$ cat src/rtl/call_dispatcher.sv
// call_dispatcher: collects hall/cabin requests into a pending-floor bitmap and
// feeds the elevator one target at a time using a SCAN (keep-direction) policy.
// A dispatched floor is retired when the car drops busy (or never acknowledges)
// and is cleared only if the car actually stopped at the target.
module call_dispatcher #(
    parameter int unsigned FLOORS      = 8,
    parameter int unsigned ACK_TIMEOUT = 15
) (
    input  logic       clk,
    input  logic       rst_n,
    input  logic       hall_req_i,
    input  logic [2:0] hall_f_i,
    input  logic       cab_req_i,
    input  logic [2:0] cab_f_i,
    input  logic [2:0] elev_f_i,
    input  logic       busy_i,
    output logic [2:0] pass_f_o,
    output logic       call_o,
    output logic [7:0] pending_o,
    output logic       dir_up_o,
    output logic       miss_o
);

    localparam int unsigned CW   = (ACK_TIMEOUT > 1) ? $clog2(ACK_TIMEOUT) : 1;
    localparam logic [CW-1:0] LAST = CW'(ACK_TIMEOUT - 1);
    localparam logic [3:0]    NF   = 4'(FLOORS);

    typedef enum logic [1:0] {
        IDLE,
        ISSUE,
        WAIT_BUSY,
        WAIT_DONE
    } state_t;

    state_t        state_q, state_d;
    logic [7:0]    pending_q, pending_d;
    logic [2:0]    pass_f_q, pass_f_d;
    logic          dir_up_q, dir_up_d;
    logic          miss_q, miss_d;
    logic [CW-1:0] cnt_q, cnt_d;

    logic [7:0]    set_mask;
    logic [7:0]    clr_mask;
    logic          retire;

    logic          have_ge, have_gt, have_le, have_lt;
    logic [2:0]    lo_ge, lo_gt, hi_le, hi_lt;
    logic [2:0]    idx_up, idx_dn;
    logic [2:0]    sel_f;
    logic          sel_dir;

    // Decode incoming request pulses; out-of-range floors never reach the bitmap
    always_comb begin
        set_mask = '0;
        if (hall_req_i && ({1'b0, hall_f_i} < NF)) begin
            set_mask[hall_f_i] = 1'b1;
        end
        if (cab_req_i && ({1'b0, cab_f_i} < NF)) begin
            set_mask[cab_f_i] = 1'b1;
        end
    end

    // SCAN target pick: nearest pending floor ahead in the current direction, else reverse
    always_comb begin
        have_ge = 1'b0;
        have_gt = 1'b0;
        have_le = 1'b0;
        have_lt = 1'b0;
        lo_ge   = '0;
        lo_gt   = '0;
        hi_le   = '0;
        hi_lt   = '0;
        idx_up  = '0;
        idx_dn  = '0;
        // Ascending scan keeps the last (highest) hit, descending scan the last (lowest) hit
        for (int unsigned k = 0; k < FLOORS; k++) begin
            idx_up = 3'(k);
            idx_dn = 3'(FLOORS - 1 - k);
            if (pending_q[idx_up] && (idx_up <= elev_f_i)) begin
                have_le = 1'b1;
                hi_le   = idx_up;
            end
            if (pending_q[idx_up] && (idx_up < elev_f_i)) begin
                have_lt = 1'b1;
                hi_lt   = idx_up;
            end
            if (pending_q[idx_dn] && (idx_dn >= elev_f_i)) begin
                have_ge = 1'b1;
                lo_ge   = idx_dn;
            end
            if (pending_q[idx_dn] && (idx_dn > elev_f_i)) begin
                have_gt = 1'b1;
                lo_gt   = idx_dn;
            end
        end
        sel_f   = '0;
        sel_dir = dir_up_q;
        if (dir_up_q) begin
            if (have_ge) begin
                sel_f = lo_ge;
            end else if (have_lt) begin
                sel_f   = hi_lt;
                sel_dir = 1'b0;
            end
        end else begin
            if (have_le) begin
                sel_f = hi_le;
            end else if (have_gt) begin
                sel_f   = lo_gt;
                sel_dir = 1'b1;
            end
        end
    end

    // Dispatch FSM next state, retire decision and bitmap update (set wins over clear)
    always_comb begin
        state_d  = state_q;
        pass_f_d = pass_f_q;
        dir_up_d = dir_up_q;
        miss_d   = miss_q;
        cnt_d    = cnt_q;
        retire   = 1'b0;
        clr_mask = '0;
        unique case (state_q)
            IDLE: begin
                if ((pending_q != '0) && !busy_i) begin
                    pass_f_d = sel_f;
                    dir_up_d = sel_dir;
                    state_d  = ISSUE;
                end
            end
            ISSUE: begin
                cnt_d   = '0;
                state_d = WAIT_BUSY;
            end
            WAIT_BUSY: begin
                if (busy_i) begin
                    state_d = WAIT_DONE;
                end else if (cnt_q == LAST) begin
                    retire  = 1'b1;
                    state_d = IDLE;
                end else begin
                    cnt_d = cnt_q + 1'b1;
                end
            end
            WAIT_DONE: begin
                if (!busy_i) begin
                    retire  = 1'b1;
                    state_d = IDLE;
                end
            end
            default: state_d = IDLE;
        endcase
        if (retire) begin
            if (elev_f_i == pass_f_q) begin
                clr_mask[pass_f_q] = 1'b1;
            end else begin
                miss_d = 1'b1;
            end
        end
        pending_d = (pending_q & ~clr_mask) | set_mask;
    end

    // State and datapath registers with synchronous active-low reset
    always_ff @(posedge clk) begin
        if (!rst_n) begin
            state_q   <= IDLE;
            pending_q <= '0;
            pass_f_q  <= '0;
            dir_up_q  <= 1'b1;
            miss_q    <= 1'b0;
            cnt_q     <= '0;
        end else begin
            state_q   <= state_d;
            pending_q <= pending_d;
            pass_f_q  <= pass_f_d;
            dir_up_q  <= dir_up_d;
            miss_q    <= miss_d;
            cnt_q     <= cnt_d;
        end
    end

    assign call_o    = (state_q == ISSUE);
    assign pass_f_o  = pass_f_q;
    assign pending_o = pending_q;
    assign dir_up_o  = dir_up_q;
    assign miss_o    = miss_q;

endmodule
$ cat config.mk
export PLATFORM = sky130hd
export DESIGN_NAME = call_dispatcher
export DESIGN_NICKNAME = d
export VERILOG_FILES = /design/src/rtl/call_dispatcher.sv
export SDC_FILE = /design/constraint.sdc
export NUM_CORES = 1
export LEC_CHECK = 0
export BUFFER_PORTS_ARGS = -buffer_cell sky130_fd_sc_hd__buf_2
export CORE_MARGIN = 1
export CORE_UTILIZATION = 25
export CTS_BUF_LIST = sky130_fd_sc_hd__clkbuf_4
export CTS_CLUSTER_SIZE = 14
export DETAILED_ROUTE_END_ITERATION = 8
export PLACE_DENSITY_LB_ADDON = 0.05
export SLEW_MARGIN = 15
export SYNTH_ARGS = -nofsm -noshare
export SYNTH_HDL_FRONTEND = slang
export SYNTH_SLANG_ARGS = --single-unit
$ cat constraint.sdc
create_clock -name clk -period 6.12 [get_ports clk]
set_clock_uncertainty 0.2 [all_clocks]
set_input_delay 1.836 -clock clk [delete_from_list [all_inputs] [get_ports clk]]
set_output_delay 1.836 -clock clk [all_outputs]
set_load 0.02 [all_outputs]
* Word level (Yosys, flattened, before mapping) *
Cells that the tools add are included.

cells by class
  div/mod/pow operators = 0
  add/sub/neg operators = 1
  muxes and demuxes = 94
  magnitude comparators = 38
  reductions and logical operators = 44
  $mul = 0
  shift operators = 0
  eq/ne operators = 10
  bitwise gates (word level) = 5

operator list
  operator              count
  $mux W3               33
  $mux W1               45
  $logic_and A1 B1 Y1   36
  $mux W8               4
  $or A8 B8 Y8          2
  $ge A3 B3 Y1 const A  4
  $gt A3 B3 Y1 const A  4
  $le A3 B3 Y1 const A  4
  $lt A3 B3 Y1 const A  4
  $lt A3 B4 Y1 const B  3
  $demux W1 S3          3
  $ge A3 B1 Y1 const B  3
  $and A8 B8 Y8         1
  $mux W2               4
  $mux W4               2
  $ne A2 B2 Y1 const B  4
  $not A8 Y8            1
  $pmux W2 S4           1
  $pmux W4 S2           1
  $reduce_bool A8 Y1    1
  $ge A1 B3 Y1 const A  2
  $ge A2 B3 Y1 const A  2
  $gt A1 B3 Y1 const A  2
  $gt A2 B3 Y1 const A  2
  17 further kinds      24

storage, ports and cells
  latch bits = 0
  ROM bits = 0
  memories = 0
  bits in registers = 19
  RAM bits = 0
  input port bits = 14
  word-level logic and storage cells = 198
  output and inout port bits = 14

* Longest topological paths before layout *
Gate-level depths: netlist of the first run.

  depth after elaboration = 13
  gate-level depth with buffers = 7
  gate-level depth less buffers = 7

* Least setup slack after synthesis of the first run *
Ideal clock, no wire load.

  path kind = input-to-reg
  start = in elev_f_i[0]
  end = reg pass_f_q[0] (netlist: pass_f_o[0])
  path buffers = 1
  arrival = 3008 ps
  stages on the path = 5
  data required time = 5841 ps
  path slack = 2832 ps
  library setup time = 79 ps
  cell sequence = buf_6 or3_4 a2111oi_4 o2111ai_1 a22oi_1

between the ends
  longest elaborated chain between the ends = 13
  elaborated cells between the ends (all ways) = 131
  those cells by class = order compare: 32; mux: 67; reduce/logical: 32

RTL lines
  what                                                line      text
  start, declared                                     15        input logic [2:0] elev_f_i,
  $gt A3 B3 Y1 or $lt A1 B3 Y1 (tied branches)        91, 83
  $logic_and A1 B1 Y1 (on tied branches)              91, 83
  $mux W3, or another cell as far along (8 in a row)  91        if (pending_q[idx_dn] && (idx_dn > elev_f_i)) begin
  $mux W3 (on tied branches)                          108, 101
  $mux W3 (on tied branches)                          106, 99
  $mux W3 *                                           98        if (dir_up_q) begin
  end signal, assigned                                176       pass_f_q <= pass_f_d;
  end, declared                                       37        logic [2:0] pass_f_q, pass_f_d;

Every way passes the cells marked *; elsewhere a longest branch is shown, timed or not.
A chain may end at the register's enable or synchronous reset.

* Worst setup path after layout of the first run *
  start = in elev_f_i[1]
  end = reg pass_f_q[0] (netlist: pass_f_o[0])

The elaborated chain is that of the path after synthesis.

==> results of run 1 <==
metal layers:
metal | GRT usage [%] | share of wire, %
met3 | 1.79 | 4.4
met1 | 21.7 | 48
met4 | 4.86 | 1.6
met5 | 0 | 0
met2 | 25.3 | 46
flip-flops by register name (all words and copies together), names as in the netlist:
signal / cells
miss_o: 1
dir_up_o: 1
state_q: 2
pass_f_o: 3
cnt_q: 4
pending_o: 8
synthesized netlist by cell type (2+ instances only):
| master | instances | area (sq um) |
|---|---|---|
| a21oi_1 | 21 | 105 |
| o21ai_0 | 21 | 105 |
| dfxtp_1 | 19 | 380 |
| nor2_1 | 16 | 60.1 |
| nand2_1 | 14 | 52.6 |
| buf_2 | 11 | 55.1 |
| a31oi_1 | 10 | 62.6 |
| nand2b_1 | 10 | 62.6 |
| inv_1 | 8 | 30.0 |
| nand3_1 | 7 | 35.0 |
| nand4_1 | 7 | 43.8 |
| nor2b_1 | 7 | 43.8 |
| nand4b_1 | 5 | 43.8 |
| nor3b_1 | 5 | 37.5 |
| a22oi_1 | 4 | 30.0 |
| clkbuf_1 | 3 | 11.3 |
| nor3_1 | 3 | 15.0 |
| o21a_1 | 3 | 22.5 |
| o221ai_1 | 3 | 26.3 |
| o31ai_1 | 3 | 22.5 |
| xor2_1 | 3 | 26.3 |
| a32oi_1 | 2 | 17.5 |
| and3_1 | 2 | 12.5 |
| and4_1 | 2 | 17.5 |
| buf_6 | 2 | 22.5 |
| ha_1 | 2 | 25.0 |
| nor4_1 | 2 | 12.5 |
| o22ai_1 | 2 | 12.5 |
| o31a_1 | 2 | 17.5 |
| or2_2 | 2 | 12.5 |
power by group:
group | total, uW | internal (uW) | switching (uW)
logic | 110 | 44.1 | 66.3
clock network | 64.0 | 24.3 | 39.7
registers | 153 | 132 | 21.3
total | 328 | 200 | 127
cell type report:
cell class	instances	area, sq um
fillers	701	4530
multi-input cells	182	1150
flip-flops and latches	19	380
repair buffers	27	135
well taps	77	96.3
inverters	8	30.0
clock buffers	3	22.5
clock inverters	1	5.00
path summary, 6_finish.rpt:
kind            endpoint  cells after the start  slack, ns
min               miss_o                      2       0.29
max          pass_f_o[0]                      6       2.76
min reg2reg       miss_o                      2       0.29
max reg2reg  pass_f_o[0]                      5       3.60
through the flow:
step                total power, uW  hold slack (ns)  area [sq um]  cells  setup slack [ns]
global placement                268            0.266          1790    313              2.50
detailed placement              266            0.270          1790    313              2.48
finish                          328            0.290          1820    317              2.76
floorplan                       231            0.268          1650    226              2.83
global route                    353            0.340          1820    317              2.65
CTS                             334            0.302          1820    317              2.79
cell families after synthesis:
group | synth area share, %
and+or+nand+nor | 30.7
xor gates and xnor gates | 2.12
buffers and inverters | 7.42
adders and majority gates | 1.51
DFF | 23.0
AOI/OAI and AO/OA | 35.3
critical path, cell delays in order:
cell	delay, ns
buf_2	0.25
nand2_1	0.21
o221ai_1	0.25
a2111oi_4	0.44
o2111ai_1	0.18
a22oi_1	0.21
==> results.cfg, run 1 <==
[run_status]
status = completed

[setup_path]
critPathKind = input port to flip-flop
worst_setup_path_end_kind = flip-flop
worstPathArrival_ns = 3.39
crit_start = elev_f_i[1]
cp_max_fo = 26
cp-start-kind = input port
cp.required_ns = 6.15
r2r-start = pending_o[5]

[final_layout]
syn2layout_area_growth_pct = 10.1
drive_above_1_share_pct = 16.3
layout_common_cells = buf_2 (27), a21oi_1 (21), o21ai_0 (21)
n_antenna_cell = 0
finalNetCount = 257
final_common_cell = buf_2
post-route-util_pct = 28.7

[detailed_routing]
wire_per_inst_um = 17.2
wirelength_mm = 5.46
ant_nets = 0
vias_per_cell = 5.61
drc = 0
drt_iter0_drc = 166
vias = 1777
first_pass_iters = 5

[pwr]
p_leak_uw = 0.000658
irDropWorstVdd_uv = 61.1
p_per_area_nw_per_um2 = 180

[place]
dp_hpwl_mm = 3.92
io_buffers = 27
gp_congestion = 0.743

[cts]
clk_latency_ns = 0.30
cts.repair_timing.setup_buffer_count = 0
cts_max_level = 1
tritoncts = built
numCtsBuffers = 3
cts.reportedPaths.clkPinSlew_ns = 0.12
ctsResizeCount = 0
cts_root_buf = clkbuf_4
ctsLongestPathBuffers = 2
cts_hold_buf = 0
cts.sinks = 19

[global_routing]
grt_pass1_wl_mm = 8.65
grt_max_degree = 27
grt_pass1_vias = 1596
grt_use_total_pct = 15.7
overflow = 0
antenna_found_initial = 0

[timing]
maxSlewViolCount = 0
fmax_ghz = 0.298
setup_viol = 0
relSlewSlack_pct = 30.8
hold_viol = 0
fin_setup_tns_ns = 0
period_needed_ns = 3.36
rsz0062_at_grt = false
fin_crit_sh_pct = 54.9
tightest_slew_ns = 1.04

[hold_path]
hp-start = miss_o
min_path_type = flip-flop to flip-flop

[die]
die_area_sq_um = 6940
core_sq_um = 6350
ios = 28
die_h_um = 83.3
die_w_um = 83.3
row_count = 29
initial_core_util_pct = 26.0

[synthesis]
synth.cell_area_sq_um = 1650
syn_inst = 226
ys.flop_type = dfxtp_1
syn-num-nets = 242
synth_edf_count = 0
yosysUniqueCellTypes = 55
syn_avg_cell_area_sq_um = 7.31
yosysWarnings = 0
ys_ff_latch = 19
async_flop_share_pct = 0
yosysSeqAreaShare_pct = 23.0

[flow_run]
max-cap-violations = 0
Power figures use the tool's default switching activity.
==> run 2: changes to the inputs <==
==> constraint.sdc (replaced) <==
create_clock -name clk -period 2.85 [get_ports clk]
set_clock_uncertainty 0.2 [all_clocks]
set_input_delay 0.855 -clock clk [delete_from_list [all_inputs] [get_ports clk]]
set_output_delay 0.855 -clock clk [all_outputs]
set_load 0.02 [all_outputs]
==> results.cfg, run 2 (synthesis results as in run 1) <==
[global_routing]
grt_max_degree = 27
antenna_found_initial = 0
grt_use_total_pct = 15.6
grt_pass1_vias = 1735
grt_pass1_wl_mm = 8.77
overflow = 0

[hold_path]
min_path_type = flip-flop to flip-flop
hp-start = miss_o

[timing]
fin_setup_tns_ns = 0
maxSlewViolCount = 0
tightest_slew_ns = 0.570
period_needed_ns = 2.32
hold_viol = 0
fin_crit_sh_pct = 81.5
relSlewSlack_pct = 62.0
fmax_ghz = 0.430
setup_viol = 0
rsz0062_at_grt = false

[final_layout]
layout_common_cells = buf_2 (27), a21oi_1 (21), o21ai_0 (21)
final_common_cell = buf_2
post-route-util_pct = 29.0
multiInputGateArea_sq_um = 1150
seq_area_sq_um = 380
drive_above_1_share_pct = 17.3
largest_reg_flops = 8
syn2layout_area_growth_pct = 11.4
finalNetCount = 260
n_antenna_cell = 0
nFillCells = 711

[detailed_routing]
wire_per_inst_um = 16.9
vias_per_cell = 5.45
ant_nets = 0
first_pass_iters = 4
drt_iter0_drc = 161
wirelength_mm = 5.41
drc = 0
vias = 1744

[pwr]
p_leak_uw = 0.000673
p_sw_share_pct = 38.7
seq_power_share_pct = 46.3
irDropWorstVdd_uv = 154
intPower_uw = 435
clkPwrFrac_pct = 19.5
switching_power_uw = 274
pwr-share-comb_pct = 34.2
p_per_area_nw_per_um2 = 385

[cts]
cts_max_level = 1
cts.sinks = 19
tritoncts = built
cts_root_buf = clkbuf_4
ctsLongestPathBuffers = 2
cts.repair_timing.setup_buffer_count = 0
ctsResizeCount = 0
numCtsBuffers = 3
clk_latency_ns = 0.30
cts.reportedPaths.clkPinSlew_ns = 0.12
cts_hold_buf = 0

[die]
initial_core_util_pct = 26.0
die_h_um = 83.3
core_sq_um = 6350
ios = 28
row_count = 29
die_w_um = 83.3
die_area_sq_um = 6940

[setup_path]
r2r_slack_ns = 0.76
worstPathArrival_ns = 2.35
cp.required_ns = 2.88
cp_max_fo = 26
worst_setup_path_end_kind = flip-flop
r2r-start = cnt_q[0]
crit_start = elev_f_i[1]
critPathKind = input port to flip-flop
cp-start-kind = input port

[place]
io_buffers = 27
dp_hpwl_mm = 3.95
gp_congestion = 0.754

[flow_run]
max-cap-violations = 0

[run_status]
status = completed
[run 2: cell count changes in the layout (fill, tap and decap cells not counted), sizes merged]
cell,previous run,this run
buf,27,30
[run 2: power by group through the flow]
| stage | logic (uW) | clock network [uW] | registers, uW |
|---|---|---|---|
| 6_report | 242 | 138 | 329 |
| 5_1_grt | 266 | 161 | 333 |
| 4_1_cts | 243 | 150 | 329 |
| 3_5_place_dp | 242 | 0 | 335 |
| 3_3_place_gp | 247 | 0 | 336 |
| 2_1_floorplan | 171 | 0 | 325 |
[run 2: worst paths after layout]
check / endpoint / cells past startpoint
setup reg to reg: pending_o[0] / 7
hold / removal: miss_o / 2
setup / recovery: pass_f_o[0] / 6
hold reg to reg: miss_o / 2
[run 2: worst max-delay path: stages]
cell	delay (ns)
buf_2	0.25
nand2_1	0.22
o221ai_1	0.24
a2111oi_4	0.44
o2111ai_1	0.17
a22oi_1	0.18
[run 2: stage by stage]
step                total power [uW]  setup WS [ns]  cell area [sq um]  instances  hold slack (ns)
floorplan                        496          0.543               1650        226            0.268
CTS                              721          0.537               1840        320            0.309
global route                     759          0.389               1840        320            0.355
global placement                 583          0.224               1810        316            0.283
detailed placement               576          0.212               1810        316            0.278
finish                           709          0.526               1840        320            0.296
[run 2: layer usage]
| metal | track usage (%) | share of wire [%] |
|---|---|---|
| met1 | 20.7 | 48 |
| met2 | 26.8 | 49 |
| met3 | 1.49 | 2.3 |
| met4 | 4.23 | 1.2 |
| met5 | 0 | 0 |
[run 2: cell type report]
| cell class | count | area share [%] |
|---|---|---|
| Multi-Input combinational cell | 182 | 62.4 |
| Sequential cell | 19 | 20.7 |
| Timing Repair Buffer | 30 | 8.56 |
| Tap cell | 77 | 5.23 |
| Inverter | 8 | 1.63 |
| Clock buffer | 3 | 1.22 |
| Clock inverter | 1 | 0.272 |
